`src/rtl/pc_sequencer_if.sv`:
```
// rtl/pc_sequencer_if.sv - fetch-control bundle between the core and pc_sequencer
// Purpose: groups the redirect/branch/return controls and the fetch PC/RAS
//          status so that the core and the sequencer connect through one port.
// Modports:
//   master - core side: drives the wb/branch/call/ret/stall controls and
//            observes the PC and RAS status
//   slave  - pc_sequencer side: the mirror image of master
// Signals:
//   wb_redirect_i, wb_pc_i        writeback redirect and its target
//   take_branch_i, branch_pc_i    resolved taken branch and its target
//   call_i, ret_i, stall_i        call push / return pop / hold PC
//   program_counter_o, is_valid_o current fetch address and its valid flag
//   ras_empty_o, ras_full_o       RAS occupancy flags
//   ras_overflow_o/underflow_o    one-cycle RAS error pulses
interface pc_sequencer_if #(
    parameter int PC_WIDTH = 32
);
    logic                wb_redirect_i;
    logic [PC_WIDTH-1:0] wb_pc_i;
    logic                take_branch_i;
    logic [PC_WIDTH-1:0] branch_pc_i;
    logic                call_i;
    logic                ret_i;
    logic                stall_i;
    logic [PC_WIDTH-1:0] program_counter_o;
    logic                is_valid_o;
    logic                ras_empty_o;
    logic                ras_full_o;
    logic                ras_overflow_o;
    logic                ras_underflow_o;

    modport master (
        output wb_redirect_i, wb_pc_i, take_branch_i, branch_pc_i,
               call_i, ret_i, stall_i,
        input  program_counter_o, is_valid_o, ras_empty_o, ras_full_o,
               ras_overflow_o, ras_underflow_o
    );

    modport slave (
        input  wb_redirect_i, wb_pc_i, take_branch_i, branch_pc_i,
               call_i, ret_i, stall_i,
        output program_counter_o, is_valid_o, ras_empty_o, ras_full_o,
               ras_overflow_o, ras_underflow_o
    );
endinterface

```
`src/rtl/pc_sequencer.sv`:
```
// rtl/pc_sequencer.sv - fetch-stage PC generator with return-address stack
// Purpose: picks the next fetch address from (highest first) writeback
//          redirect, resolved branch, stall hold, RAS return, sequential
//          increment. Registered with one cycle of latency.
// Ports:
//   clk_i      rising-edge clock
//   reset_n_i  asynchronous active-low reset
//   bus        pc_sequencer_if.slave (controls in, PC and RAS status out)
// Parameters: PC_WIDTH, INC_VALUE, START_ADDR, RAS_DEPTH (power of 2, >=2)
// Build option: define PC_SEQ_RAS_WRAP_EN to let a push into a full RAS
//   overwrite the oldest entry; otherwise that push is dropped. Both cases
//   pulse ras_overflow_o and still take the branch.
module pc_sequencer #(
    parameter int PC_WIDTH   = 32,
    parameter int INC_VALUE  = 2,
    parameter int START_ADDR = 0,
    parameter int RAS_DEPTH  = 4
) (
    input  logic clk_i,
    input  logic reset_n_i,
    pc_sequencer_if.slave bus
);
    localparam int PTR_W = $clog2(RAS_DEPTH);
    localparam int CNT_W = PTR_W + 1;

    localparam logic [PC_WIDTH-1:0] INC_C    = PC_WIDTH'(INC_VALUE);
    localparam logic [PC_WIDTH-1:0] START_C  = PC_WIDTH'(START_ADDR);
    localparam logic [PTR_W-1:0]    PTR_ONE  = PTR_W'(1);
    localparam logic [CNT_W-1:0]    CNT_ONE  = CNT_W'(1);
    localparam logic [CNT_W-1:0]    CNT_ZERO = '0;
    localparam logic [CNT_W-1:0]    CNT_FULL = CNT_W'(RAS_DEPTH);

    // Which source supplies the next PC this cycle.
    typedef enum logic [2:0] {
        SEL_REDIRECT,
        SEL_BRANCH,
        SEL_STALL,
        SEL_RET,
        SEL_UNDERFLOW,
        SEL_SEQ
    } sel_e;

    logic [PC_WIDTH-1:0] pc_q, pc_d;
    logic                valid_q;
    logic [PC_WIDTH-1:0] ras_q [RAS_DEPTH];
    logic [PTR_W-1:0]    sp_q, sp_d;      // next free slot; top is sp_q-1
    logic [CNT_W-1:0]    cnt_q, cnt_d;
    logic                empty_q, full_q;
    logic                ovf_q, ovf_d;
    logic                unf_q, unf_d;
    logic                push_en;
    sel_e                sel;

    logic [PC_WIDTH-1:0] pc_inc;
    logic [PC_WIDTH-1:0] ras_top;

    assign pc_inc  = pc_q + INC_C;
    // Pointer arithmetic wraps because RAS_DEPTH is a power of two.
    assign ras_top = ras_q[sp_q - PTR_ONE];

    always_comb begin
        sel = SEL_SEQ;
        if (bus.wb_redirect_i) begin
            sel = SEL_REDIRECT;
        end else if (bus.take_branch_i) begin
            sel = SEL_BRANCH;
        end else if (bus.stall_i) begin
            sel = SEL_STALL;
        end else if (bus.ret_i) begin
            sel = (cnt_q != CNT_ZERO) ? SEL_RET : SEL_UNDERFLOW;
        end
    end

    always_comb begin
        pc_d    = pc_inc;
        sp_d    = sp_q;
        cnt_d   = cnt_q;
        push_en = 1'b0;
        ovf_d   = 1'b0;
        unf_d   = 1'b0;
        unique case (sel)
            SEL_REDIRECT: pc_d = bus.wb_pc_i;
            SEL_BRANCH: begin
                pc_d = bus.branch_pc_i;
                if (bus.call_i) begin
                    if (cnt_q == CNT_FULL) begin
                        ovf_d = 1'b1;
`ifdef PC_SEQ_RAS_WRAP_EN
                        // When full, sp_q points at the oldest entry, so a
                        // circular write replaces exactly that one.
                        push_en = 1'b1;
                        sp_d    = sp_q + PTR_ONE;
`endif
                    end else begin
                        push_en = 1'b1;
                        sp_d    = sp_q + PTR_ONE;
                        cnt_d   = cnt_q + CNT_ONE;
                    end
                end
            end
            SEL_STALL: pc_d = pc_q;
            SEL_RET: begin
                pc_d  = ras_top;
                sp_d  = sp_q - PTR_ONE;
                cnt_d = cnt_q - CNT_ONE;
            end
            SEL_UNDERFLOW: unf_d = 1'b1;
            default: pc_d = pc_inc;
        endcase
    end

    always_ff @(posedge clk_i or negedge reset_n_i) begin
        if (!reset_n_i) begin
            pc_q    <= START_C;
            valid_q <= 1'b0;
            sp_q    <= '0;
            cnt_q   <= '0;
            empty_q <= 1'b1;
            full_q  <= 1'b0;
            ovf_q   <= 1'b0;
            unf_q   <= 1'b0;
        end else begin
            pc_q    <= pc_d;
            valid_q <= 1'b1;
            sp_q    <= sp_d;
            cnt_q   <= cnt_d;
            empty_q <= (cnt_d == CNT_ZERO);
            full_q  <= (cnt_d == CNT_FULL);
            ovf_q   <= ovf_d;
            unf_q   <= unf_d;
        end
    end

    // Stack storage; the write slot is the pre-push pointer.
    always_ff @(posedge clk_i or negedge reset_n_i) begin
        if (!reset_n_i) begin
            for (int i = 0; i < RAS_DEPTH; i++) begin
                ras_q[i] <= '0;
            end
        end else if (push_en) begin
            ras_q[sp_q] <= pc_inc;
        end
    end

    assign bus.program_counter_o = pc_q;
    assign bus.is_valid_o        = valid_q;
    assign bus.ras_empty_o       = empty_q;
    assign bus.ras_full_o        = full_q;
    assign bus.ras_overflow_o    = ovf_q;
    assign bus.ras_underflow_o   = unf_q;
endmodule

```
`src/flat_wrapper.sv`:
```
// flat-port wrapper written by rule: the top's interface ports become plain ports
module pc_sequencer_flat 
#(
    parameter int PC_WIDTH   = 32,
    parameter int INC_VALUE  = 2,
    parameter int START_ADDR = 0,
    parameter int RAS_DEPTH  = 4
)
  (clk_i, reset_n_i, bus_wb_redirect_i, bus_wb_pc_i, bus_take_branch_i, bus_branch_pc_i, bus_call_i, bus_ret_i, bus_stall_i, bus_program_counter_o, bus_is_valid_o, bus_ras_empty_o, bus_ras_full_o, bus_ras_overflow_o, bus_ras_underflow_o);
  pc_sequencer_if #(.PC_WIDTH(PC_WIDTH)) bus_i ();
  input  logic clk_i;
  input  logic reset_n_i;
  input wire logic [$bits(bus_i.wb_redirect_i)-1:0] bus_wb_redirect_i;
  input wire logic [$bits(bus_i.wb_pc_i)-1:0] bus_wb_pc_i;
  input wire logic [$bits(bus_i.take_branch_i)-1:0] bus_take_branch_i;
  input wire logic [$bits(bus_i.branch_pc_i)-1:0] bus_branch_pc_i;
  input wire logic [$bits(bus_i.call_i)-1:0] bus_call_i;
  input wire logic [$bits(bus_i.ret_i)-1:0] bus_ret_i;
  input wire logic [$bits(bus_i.stall_i)-1:0] bus_stall_i;
  output wire logic [$bits(bus_i.program_counter_o)-1:0] bus_program_counter_o;
  output wire logic [$bits(bus_i.is_valid_o)-1:0] bus_is_valid_o;
  output wire logic [$bits(bus_i.ras_empty_o)-1:0] bus_ras_empty_o;
  output wire logic [$bits(bus_i.ras_full_o)-1:0] bus_ras_full_o;
  output wire logic [$bits(bus_i.ras_overflow_o)-1:0] bus_ras_overflow_o;
  output wire logic [$bits(bus_i.ras_underflow_o)-1:0] bus_ras_underflow_o;
  assign bus_i.wb_redirect_i = bus_wb_redirect_i;
  assign bus_i.wb_pc_i = bus_wb_pc_i;
  assign bus_i.take_branch_i = bus_take_branch_i;
  assign bus_i.branch_pc_i = bus_branch_pc_i;
  assign bus_i.call_i = bus_call_i;
  assign bus_i.ret_i = bus_ret_i;
  assign bus_i.stall_i = bus_stall_i;
  assign bus_program_counter_o = bus_i.program_counter_o;
  assign bus_is_valid_o = bus_i.is_valid_o;
  assign bus_ras_empty_o = bus_i.ras_empty_o;
  assign bus_ras_full_o = bus_i.ras_full_o;
  assign bus_ras_overflow_o = bus_i.ras_overflow_o;
  assign bus_ras_underflow_o = bus_i.ras_underflow_o;
  pc_sequencer #(.PC_WIDTH(PC_WIDTH), .INC_VALUE(INC_VALUE), .START_ADDR(START_ADDR), .RAS_DEPTH(RAS_DEPTH)) u_core (.clk_i(clk_i), .reset_n_i(reset_n_i), .bus(bus_i));
endmodule
```
`config.mk`:
```
export PLATFORM = sky130hd
export DESIGN_NAME = pc_sequencer_flat
export DESIGN_NICKNAME = d
export VERILOG_FILES = /design/src/rtl/pc_sequencer_if.sv /design/src/rtl/pc_sequencer.sv /design/src/flat_wrapper.sv
export SDC_FILE = /design/constraint.sdc
export NUM_CORES = 1
export LEC_CHECK = 0
export BUFFER_PORTS_ARGS = -buffer_cell sky130_fd_sc_hd__clkbuf_2
export CAP_MARGIN = 20
export CELL_PAD_IN_SITES_DETAIL_PLACEMENT = 0
export CELL_PAD_IN_SITES_GLOBAL_PLACEMENT = 1
export CORE_UTILIZATION = 30
export CTS_CLUSTER_DIAMETER = 50
export CTS_CLUSTER_SIZE = 10
export DETAILED_ROUTE_END_ITERATION = 10
export HOLD_SLACK_MARGIN = 0.1
export PLACE_DENSITY = 0.63
export REMOVE_ABC_BUFFERS = 1
export SETUP_SLACK_MARGIN = 0.02
export SYNTH_ARGS = -nofsm -noshare
export SYNTH_HDL_FRONTEND = slang
export SYNTH_SLANG_ARGS = --single-unit
export TNS_END_PERCENT = 20
```
`constraint.sdc`:
```
create_clock -name clk_i -period 3.8 [get_ports clk_i]
set_input_delay 0.57 -clock clk_i [delete_from_list [all_inputs] [get_ports clk_i]]
set_output_delay 0.57 -clock clk_i [all_outputs]
set_load 0.005 [all_outputs]
```
; Word level (Yosys, flattened, before mapping)
; Cells that the tools add are included.
; W data, S select, Z words.
[totals]
input_bits = 71
wordCells = 61
register_bits = 170
out_inout_bits = 37
[classes]
n_eq_ne = 8
muxes = 25
order_cmp = 3
bitwise_logic = 2
addsub = 5
n_reduce_logical = 6
[op_table]
columns = operator, count
row1 = $bwmux W128, 1
row2 = $pmux W32 S4, 1
row3 = $mux W32, 3
row4 = $bmux W32 S2, 1
row5 = $demux W32 S2, 1
row6 = $add A32 B2 Y32 const B, 1
row7 = $mux W3, 7
row8 = $eq A3 B3 Y1 const B, 3
row9 = $mux W1, 7
row10 = $eq A3 B2 Y1 const B, 2
row11 = $ge A3 B3 Y1 const B, 2
row12 = $logic_not A3 Y1, 2
row13 = $not A2 Y3, 2
row14 = $pmux W3 S2, 1
row15 = $mux W2, 2
row16 = $ne A2 B2 Y1 const B, 2
row17 = $pmux W2 S2, 1
row18 = $add A3 B1 Y3 const B, 1
row19 = $eq A3 B1 Y1 const B, 1
row20 = $lt A3 B1 Y1 const B, 1
row21 = $reduce_and A3 Y1, 1
row22 = $reduce_bool A3 Y1, 1
row23 = $sub A3 B1 Y3 const B, 1
row24 = $add A2 B1 Y2 const B, 1
row25 = 3 further kinds, 3

; Logic depth before layout (Yosys ltp)
; Gate-level depths: netlist of the first run.
[depth]
word_depth = 9
ltp_mapped = 10
ltp_nobuf = 7

; Least setup slack after synthesis of the first run
; No wires, ideal clock.
[synth_timing]
path_kind = flip-flop to flip-flop
from = register u_core.sp_q[0]
to = register u_core.pc_q[10] (netlist: u_core.bus.program_counter_o[10])
path_slack_ns = 1.194
path_buffers = 4
stages_incl_launch_ff = 10
arrival_time_ns = 2.471
setup_ns = 0.136
period_less_slack_ns = 2.606
required_ns = 3.664
path_cell_list = dfrtp_1 buf_2 buf_2 inv_1 ha_1 clkbuf_1 clkbuf_1 mux4_2 a221oi_1 o21ai_0
[synth_between]
elab_chain_cells = 6
[synth_rtl]
columns = item, line_no
row1 = start: declaration, pc_sequencer.sv:46  ; logic [PTR_W-1:0] sp_q, sp_d;
row2 = start signal: assignment, pc_sequencer.sv:125  ; sp_q <= sp_d;
row3 = $sub A2 B1 Y2, pc_sequencer.sv:59  ; assign ras_top = ras_q[sp_q - PTR_ONE];
row4 = $not A2 Y3 (implied by the code), pc_sequencer.sv:59
row5 = $bmux W32 S2, pc_sequencer.sv:59
row6 = $mux W32 (implied by the code) (2 in a row), pc_sequencer.sv:59
row7 = $pmux W32 S4, pc_sequencer.sv:81  ; unique case (sel)
row8 = end signal: assignment, pc_sequencer.sv:123  ; pc_q <= pc_d;
row9 = end: declaration, pc_sequencer.sv:43  ; logic [PC_WIDTH-1:0] pc_q, pc_d;
; No other way between the ends. The select of a mux whose other input is x is not followed.
; A chain may end at the register's enable or synchronous reset.

; Final worst setup path of the first run
[layout_timing]
from = register u_core.pc_q[1] (netlist: u_core.bus.program_counter_o[1])
to = register u_core.ras_q[23] in the netlist's numbering
[layout_between]
elab_chain_cells = 2
[layout_rtl]
columns = item, line_no
row1 = $add A32 B2 Y32, pc_sequencer.sv:57  ; assign pc_inc = pc_q + INC_C;
row2 = $bwmux W128, pc_sequencer.sv:141  ; ras_q[sp_q] <= pc_inc;
row3 = end signal: indexed assignment, pc_sequencer.sv:141
row4 = end: declaration, pc_sequencer.sv:45  ; logic [PC_WIDTH-1:0] ras_q [RAS_DEPTH];
; No other way between the ends.

==> impl_metrics.toml, run 1 <==
[synthesis]
synth-edff-count = 0
yosys.area.top_type = "dfrtp_1"
ys_seq_area_frac = 0.509
syn_area_per_cell_um2 = 10.0
synthCells = 834
synthArstFlopShare = 1.00
ys_types = 53
yosysWarnings = 0
synthFlopType = "dfrtp_1"
ys_top_cells_by_area = "dfrtp_1 51%, mux4_2 8.6%, o21ai_0 8.1%, nand2_1 7.6%, clkbuf_1 2.4%"
synth_top_area_share = 0.506
syn-cell-area_um2 = 8370
ys_ff_latch = 170

[clock_tree]
clk_path_buf_depth = 2
cts_tree = "built"
cts_buffers = 17
clkLatencyLatePin_ns = 0.44
cts-resized-gates = 0
cts_setup_buffers = 0
clock-sinks = 170
clk_pin_slew_worst_paths_ns = 0.07
clockRootBuffer = "clkbuf_16"
cts_hold_buf = 0
h-tree-depth = 4

[min_path]
hp-class = "in2async"

[route]
num_vias = 6692
routed_wl_mm = 25.2
wire_per_inst_um = 19.2
antenna_left = 0
firstDrtPassIters = 6
drtIter0Drc = 403
viasPerCell = 5.11
drc = 0

[setup_path]
path_class = "reg2reg"
crit_required_ns = 4.09
worst_setup_path_start_kind = "register"
critical_path_arrival_ns = 3.17
critPathMaxFanout = 11
end_kind = "register"

[sta]
skew_ns = 0.0134
rsz0062_at_grt = "no"
fin_ws_ns = 0.923
worstMarginPinSlew_ns = 1.05
slew_viol_final = 0
setup_viol = 0
slew_headroom = 0.296
min_period_ns = 2.88
period_share = 0.757
fin_tns_setup_ns = 0
whs_ns = 0.146
hold_viol = 0
max_freq_mhz = 348

[layout]
mostFrequentLayoutCells = "168 x dfrtp_1, 165 x nand2_1, 136 x o21ai_0"
final_cell_area_um2 = 9940
area_growth_pct = 18.8
final_common_cell = "dfrtp_1"
n_fill_cell = 2861
antenna_cells = 0
finish.utilization = 0.366
drive_gt1_frac = 0.231
fin_nets = 1003

[floorplanning]
num_io_pins = 108
core-area_um2 = 27200
start_util = 0.308
die_area_um2 = 28600
rows = 60
dieHeight_um = 169
die_w_um = 169

[global_route]
grt_max_degree = 74
grt_first_pass_wirelength_mm = 39.6
groute.usage.overall = 0.184
grt_antenna_before_repair = 0
grt-ovfl-total = 0
grt_pass1_vias = 6622

[placed_design]
pre_cts_slack_ns = 0.764
numPortBuffers = 107
gp_congestion = 0.778
place_area_um2 = 9350
dpl.hpwl_mm = 16.9

[power]
power_density_nw_per_um2 = 688
power.leakage_nw = 4.33
ir_drop_mv = 0.346

[outcome]
status = "complete, no violations"

[run]
max-cap-violations = 0
[metrics by stage]
| step | power [mW] | instances |
|---|---|---|
| 3_5_place_dp | 5.14 | 1277 |
| 3_3_place_gp | 5.08 | 1277 |
| 2_1_floorplan | 4.33 | 774 |
| 5_1_grt | 7.30 | 1309 |
| 6_report | 6.84 | 1309 |
| 4_1_cts | 6.91 | 1309 |
[synthesized netlist by cell type, types with 5 or more instances]
| cell | number |
|---|---|
| a21oi_1 | 31 |
| a221oi_1 | 21 |
| a22oi_1 | 9 |
| and3_1 | 5 |
| clkbuf_1 | 53 |
| dfrtp_1 | 169 |
| ha_1 | 8 |
| inv_1 | 9 |
| mux2_2 | 8 |
| mux4_2 | 32 |
| nand2_1 | 169 |
| nand3_1 | 19 |
| nand3b_1 | 17 |
| nand4_1 | 13 |
| nor2_1 | 26 |
| nor3_1 | 9 |
| o21ai_0 | 136 |
| o21ai_1 | 12 |
| xnor2_1 | 11 |
| xor2_1 | 19 |
[path summary, 6_finish.rpt]
kind                                                 startpoint                         endpoint  slack, ns  depth (start not counted)
worst max-delay path            u_core.bus.program_counter_o[1]                 u_core.ras_q[23]       0.92                          6
worst min-delay path                                  reset_n_i            u_core.bus.ras_full_o       0.15                          1
worst max register to register  u_core.bus.program_counter_o[1]                 u_core.ras_q[23]       0.92                          6
worst min register to register                 u_core.ras_q[39]                 u_core.ras_q[39]       0.47                          2
max in group asynchronous                             reset_n_i                u_core.ras_q[123]       2.60                          2
min in group clk_i                               bus_wb_pc_i[5]  u_core.bus.program_counter_o[5]       0.34                          3
[kinds of logic (layout without fill, tap and decap cells)]
logic type | Yosys count | in the layout | synth area share
multiplexers | 41 | 41 | 0.0981
XOR/XNOR | 30 | 30 | 0.0314
adder cells (fa/ha/maj) | 8 | 8 | 0.0120
AO/OA/AOI/OAI | 232 | 232 | 0.160
flip-flops | 170 | 170 | 0.509
AND/OR/NAND/NOR | 283 | 283 | 0.158
other | 1 | 1 | 0.000448
buffers and inverters | 69 | 172 | 0.0319
[layer usage]
metal,routed length [um],vias to the layer above,share of wire,GRT usage
met3,966,23,0.038,0.0267
met1,12500,3332,0.49,0.264
li1,-,3181,-,-
met4,376,0,0.015,0.0525
met5,0,-,0,0
met2,11400,156,0.45,0.288
[worst max-delay path: stages (launching register included)]
cell and delay [ns]:
dfrtp_1 0.59, ha_1 0.39, nand2_1 0.15, nor4_2 0.81, nand4_1 0.25, xor2_1 0.38, o21ai_0 0.16
[layout make-up]
class	instances	area, um2	area share
Sequential cell	170	4260	0.428
Tap cell	372	465	0.0468
Timing Repair Buffer	131	734	0.0739
Clock buffer	19	453	0.0456
Multi-Input combinational cell	595	3860	0.388
Inverter	9	33.8	0.00340
Clock inverter	13	133	0.0133
[registers in the layout, summed over array words and instances (netlist names)]
name and flops:
u_core.cnt_q 3, u_core.bus.program_counter_o 32, u_core.bus.ras_overflow_o 1, u_core.bus.ras_empty_o 1
u_core.bus.ras_underflow_o 1, u_core.bus.is_valid_o 1, u_core.sp_q 2, u_core.ras_q 128
u_core.bus.ras_full_o 1
[power by group]
group / internal [mW] / leakage (nW) / switching [mW]
Sequential: 2.47 / 2.16 / 0.441
Clock: 0.953 / 0.275 / 0.806
Combinational: 1.05 / 1.90 / 1.11
Total: 4.48 / 4.33 / 2.36
(Power assumes the default switching activity.)
==> inputs of run 2 (changes only) <==
- ABC_AREA: default -> 1
- PLACE_DENSITY: 0.63 -> 0.66
- clock period: 3.8 -> 2.65 ns (I/O delays scaled with it)
==> impl_metrics.toml, run 2 <==
[power]
p_sw_frac = 0.399
switchingPower_mw = 4.30
power_density_nw_per_um2 = 1010
power.share.combinational = 0.371
ir_drop_mv = 0.688
power.leakage_nw = 5.28
seq_power_share = 0.390
p_int_mw = 6.49
clockPowerShare = 0.239

[placed_design]
dpl.hpwl_mm = 20.4
gp_congestion = 0.831
place_area_um2 = 10000
dp.cells = 1687
numPortBuffers = 107

[min_path]
holdPathStages = 3
min_to = "u_core.bus.program_counter_o[2]"
hp-class = "in2reg"
hold_start = "bus_branch_pc_i[2]"

[synthesis]
synthCells = 1222
syn_area_per_cell_um2 = 7.43
synth_top_area_share = 0.466
yosys-top-cells-count = "435 x nand2_1, 169 x dfrtp_1, 122 x nor2_1, 115 x o21ai_0, 81 x inv_1"
ys_top_cells_by_area = "dfrtp_1 47%, nand2_1 18%, o21ai_0 6.3%, nor2_1 5.0%, nand3_1 3.5%"
synthFlopType = "dfrtp_1"
synth.most_common_cell = "nand2_1"
ys_types = 42
ys_ff_latch = 170
yosysWarnings = 0
synthArstFlopShare = 1.00
synth-edff-count = 0
ys_seq_area_frac = 0.469
syn-cell-area_um2 = 9070
yosys.area.top_type = "dfrtp_1"

[route]
routed_wl_mm = 30.0
drtIter0Drc = 716
firstDrtPassIters = 5
num_vias = 8226
wire_per_inst_um = 17.4
viasPerCell = 4.78
drc = 0
antenna_left = 0

[layout]
final_cell_area_um2 = 10600
final_common_cell = "nand2_1"
area_growth_pct = 17.3
final_cell_count_no_fill = 1720
fin_nets = 1396
largest_register_ffs = 128
regMostFlops = "u_core.ras_q"
drive_gt1_frac = 0.146
mostFrequentLayoutCells = "435 x nand2_1, 168 x dfrtp_1, 122 x nor2_1"
antenna_cells = 0

[global_route]
grt_pass1_vias = 8088
groute.usage.overall = 0.204
grt_antenna_before_repair = 0
grt_max_degree = 59
grt_first_pass_wirelength_mm = 47.7
grt-ovfl-total = 0

[setup_path]
path_cells = "buf_4 > buf_4 > nor2_1 > nor2_1 > o21ai_0 > nand2_1 > nand2_1 > nand3_1 > nor2_1 > nand2_1"
slowest_stage = "buf_4"
critical-path-max-stage-delay_ns = 0.60
path_class = "reg2reg"
critical_path_arrival_ns = 2.54
worst_r2r_startpoint = "u_core.sp_q[0]"
r2r-end = "u_core.bus.program_counter_o[21]"
crit_family = "buffers and inverters"
end_kind = "register"
worstRegToRegCells = 10
critPathMaxFanout = 58
timing.critical_path.buf_inv = 2
worst_setup_path_start_kind = "register"
r2r_slack_ns = 0.46
crit_required_ns = 3.00

[sta]
min_period_ns = 2.19
slew_headroom = 0.373
rsz0062_at_grt = "no"
skew_ns = 0.0176
setup_viol = 0
max_freq_mhz = 457
fin_tns_setup_ns = 0
worstMarginPinSlew_ns = 0.940
period_share = 0.826
slew_viol_final = 0
hold_viol = 0

[clock_tree]
cts_buffers = 17
clock-sinks = 170
h-tree-depth = 4
clk_pin_slew_worst_paths_ns = 0.07
cts-resized-gates = 0
clk_path_buf_depth = 2
clockRootBuffer = "clkbuf_16"
cts_tree = "built"
clkLatencyLatePin_ns = 0.43

[floorplanning]
core-area_um2 = 29700
die_w_um = 176
start_util = 0.305
rows = 63
dieHeight_um = 176
die_area_um2 = 30900
num_io_pins = 108

[run]
max-cap-violations = 0

[outcome]
status = "complete, no violations"
## run 2: repair_timing
action	4_1_cts	5_1_grt
buffers inserted	0	0
hold buffers	1	0
endpoints found under the hold margin	49	0
## run 2: per-layer routing
layer	GRT usage	up-vias	part of all wire
li1	-	4107	-
met2	0.329	152	0.46
met1	0.288	3948	0.49
met4	0.0395	0	0.0078
met3	0.0312	19	0.040
met5	0	-	0
## run 2: cell families (layout without fill, tap and decap cells)
| family | after synthesis | in the layout | share of synthesized area |
|---|---|---|---|
| AND/OR/NAND/NOR | 653 | 653 | 0.293 |
| adder cells (fa/ha/maj) | 8 | 8 | 0.0110 |
| AO/OA/AOI/OAI | 224 | 224 | 0.139 |
| buffers and inverters | 151 | 259 | 0.0723 |
| flip-flops | 170 | 170 | 0.469 |
| other | 1 | 1 | 0.000413 |
| XOR/XNOR | 15 | 15 | 0.0153 |
## run 2: layout make-up
cell class                      instances  area, um2
Multi-Input combinational cell        901       4160
Inverter                               92        348
Clock inverter                         14        159
Tap cell                              390        488
Timing Repair Buffer                  135        792
Fill cell                            3187      19100
Sequential cell                       170       4260
Clock buffer                           18        439
## run 2: how the worst max path moves through the flow
stage	endpoint	cells after the start	slack, ns	start
detailed placement	u_core.ras_q[70]	8	0.29	bus_wb_redirect_i
global placement	u_core.ras_q[70]	8	0.34	bus_wb_redirect_i
floorplan	u_core.bus.program_counter_o[21]	10	-1.71	u_core.sp_q[0]
global route	u_core.ras_q[63]	10	0.20	u_core.bus.program_counter_o[1]
finish	u_core.bus.program_counter_o[21]	10	0.46	u_core.sp_q[0]
CTS	u_core.ras_q[70]	7	0.45	u_core.cnt_q[0]
## run 2: power by group through the flow
stage	logic (mW)	registers, mW	clock network (mW)
4_1_cts	4.04	4.21	2.64
2_1_floorplan	2.55	4.20	0
3_3_place_gp	3.97	4.24	0
3_5_place_dp	4.03	4.24	0
6_report	4.00	4.21	2.58
5_1_grt	4.60	4.33	2.75
## run 2: per-stage QoR
stage / setup slack, ns / util / hold WS [ns] / power [mW]
after CTS: 0.447 / 0.358 / 0.180 / 10.9
after global placement: 0.344 / 0.338 / 0.417 / 8.20
after floorplan: -1.71 / - / 0.102 / 6.75
final: 0.461 / 0.358 / 0.190 / 10.8
after global routing: 0.201 / 0.358 / 0.196 / 11.7
after detailed placement: 0.293 / 0.338 / 0.413 / 8.27
## run 2: worst reg2reg max path: cells and delay by family (launching register included)
family          cells  cell delay, ns
compound gates      1            0.09
simple gates        7            0.71
flops               1            0.37
buf+inv             2            0.94
==> inputs of run 3 (changes only) <==
- ABC_AREA: 1 -> 0
- PLACE_DENSITY: 0.66 -> 0.63
- clock period: 2.65 -> 2.2 ns (I/O delays scaled with it)
==> impl_metrics.toml, run 3 (synthesis results as in run 1) <==
[global_route]
grt-ovfl-total = 0
grt_antenna_before_repair = 0
grt_first_pass_wirelength_mm = 39.1
groute.usage.overall = 0.181
grt_pass1_vias = 6674
grt_max_degree = 66

[power]
seq_power_share = 0.408
p_int_mw = 8.08
switchingPower_mw = 4.05
power_density_nw_per_um2 = 1160
ir_drop_mv = 0.587
clockPowerShare = 0.252
power.share.combinational = 0.339
power.leakage_nw = 4.66
p_sw_frac = 0.334

[sta]
skew_ns = 0.0100
slew_headroom = 0.230
worstMarginPinSlew_ns = 1.15
min_period_ns = 2.09
slew_viol_final = 0
setup_viol = 0
period_share = 0.949
fin_ws_ns = 0.112
hold_viol = 0
rsz0062_at_grt = "no"
max_freq_mhz = 479

[clock_tree]
cts_buffers = 17
clk_pin_slew_worst_paths_ns = 0.07
clock-sinks = 170
cts_setup_buffers = 0
clockRootBuffer = "clkbuf_16"
cts_tree = "built"
clkLatencyLatePin_ns = 0.43
clk_path_buf_depth = 2
h-tree-depth = 4

[setup_path]
critical-path-max-stage-delay_ns = 0.63
path_class = "reg2reg"
crit_family = "simple AND/OR/NAND/NOR gates"
critical_path_arrival_ns = 2.39
worst_setup_path_start_kind = "register"
end_kind = "register"
critPathMaxFanout = 6
crit_required_ns = 2.50
timing.critical_path.buf_inv = 0
path_cells = "nand4_1 > or4_4 > nor4_4 > xnor2_2 > o21ai_1"
slowest_stage = "or4_4"

[route]
antenna_left = 0
viasPerCell = 4.95
firstDrtPassIters = 4
num_vias = 6714
drc = 0
wire_per_inst_um = 18.3
routed_wl_mm = 24.8
drtIter0Drc = 420

[floorplanning]
die_w_um = 169
start_util = 0.308
dieHeight_um = 169
core-area_um2 = 27200
rows = 60
die_area_um2 = 28600
num_io_pins = 108

[layout]
final_cell_area_um2 = 10500
final_common_cell = "dfrtp_1"
antenna_cells = 0
final_cell_count_no_fill = 1356
finish.utilization = 0.386
drive_gt1_frac = 0.270
regMostFlops = "u_core.ras_q"
area_growth_pct = 25.3
largest_register_ffs = 128
fin_nets = 1050
mostFrequentLayoutCells = "168 x dfrtp_1, 165 x nand2_1, 136 x o21ai_0"

[placed_design]
dp.cells = 1323
dpl.hpwl_mm = 17.5
pre_cts_slack_ns = 0.107
place_area_um2 = 9820
gp_congestion = 0.753
numPortBuffers = 107

[outcome]
status = "complete, no violations"

[min_path]
hp-class = "in2reg"

[run]
max-cap-violations = 0
==> run 3: changes by cell type in the layout (fill, tap and decap cells not counted), sizes merged, moves of 10 or more <==
cell    previous run  this run
mux4               0        32
inv               97        12
a21oi             41        31
nor2             131        26
a22o              22         3
o21ai            135       148
a221oi             0        21
nand2            436       169
o211ai            13         3
nand3b             1        17
nand3             66        19
buf               28        71
==> run 3: final timing paths <==
kind                                                       start                              end  slack [ns]  cells past startpoint
worst min register to register                 u_core.ras_q[100]                u_core.ras_q[100]        0.47                      2
max in group asynchronous                              reset_n_i  u_core.bus.program_counter_o[9]        1.08                      3
min in group asynchronous                              reset_n_i        u_core.bus.ras_overflow_o        0.44                      2
worst max-delay path            u_core.bus.program_counter_o[11]                 u_core.ras_q[30]        0.11                      5
worst min-delay path                              bus_wb_pc_i[5]  u_core.bus.program_counter_o[5]        0.13                      3
worst max register to register  u_core.bus.program_counter_o[11]                 u_core.ras_q[30]        0.11                      5
==> run 3: routing by layer <==
| layer | vias up | track usage | wire length [um] | part of all wire |
|---|---|---|---|---|
| met2 | 137 | 0.289 | 11400 | 0.46 |
| met3 | 10 | 0.0306 | 1090 | 0.044 |
| met4 | 0 | 0.0360 | 137 | 0.0055 |
| met1 | 3300 | 0.258 | 12200 | 0.49 |
| li1 | 3267 | - | - | - |
| met5 | - | 0 | 0 | 0 |
==> run 3: layout make-up <==
class	count	area [um2]
fill	2762	16700
sequential	170	4260
multi-input combinational	595	3900
timing repair buffer	178	1230
tap	372	465
clock buffer	20	457
clock inverter	12	138
inverter	9	33.8
==> run 3: metrics by stage <==
stage / TNS, ns / power [mW] / hold slack (ns)
CTS: 0 / 12.2 / 0.110
floorplan: -150.57 / 7.47 / 0.0344
global route: 0 / 12.9 / 0.128
global placement: 0 / 9.01 / 0.335
detailed placement: 0 / 9.09 / 0.339
finish: 0 / 12.1 / 0.127
==> run 3: worst register-to-register path, delay by kind of cell, from the launching register on <==
family          cells  cell delay [ns]
xor+xnor            1             0.19
flops               1             0.45
simple gates        3             1.21
compound gates      1             0.11
==> run 3: power groups by stage <==
stage | combinational [mW] | clock, mW | sequential [mW]
2_1_floorplan | 2.51 | 0 | 4.96
3_3_place_gp | 4.04 | 0 | 4.96
3_5_place_dp | 4.11 | 0 | 4.98
4_1_cts | 4.13 | 3.13 | 4.94
5_1_grt | 4.58 | 3.25 | 5.10
6_report | 4.11 | 3.06 | 4.95
==> run 3: what timing repair did <==
item | 4_1_cts | 5_1_grt
gates resized for setup | 0 | 10
setup endpoints to repair | 0 | 27
hold buffers | 1 | 0
endpoints found under the hold margin | 49 | 0
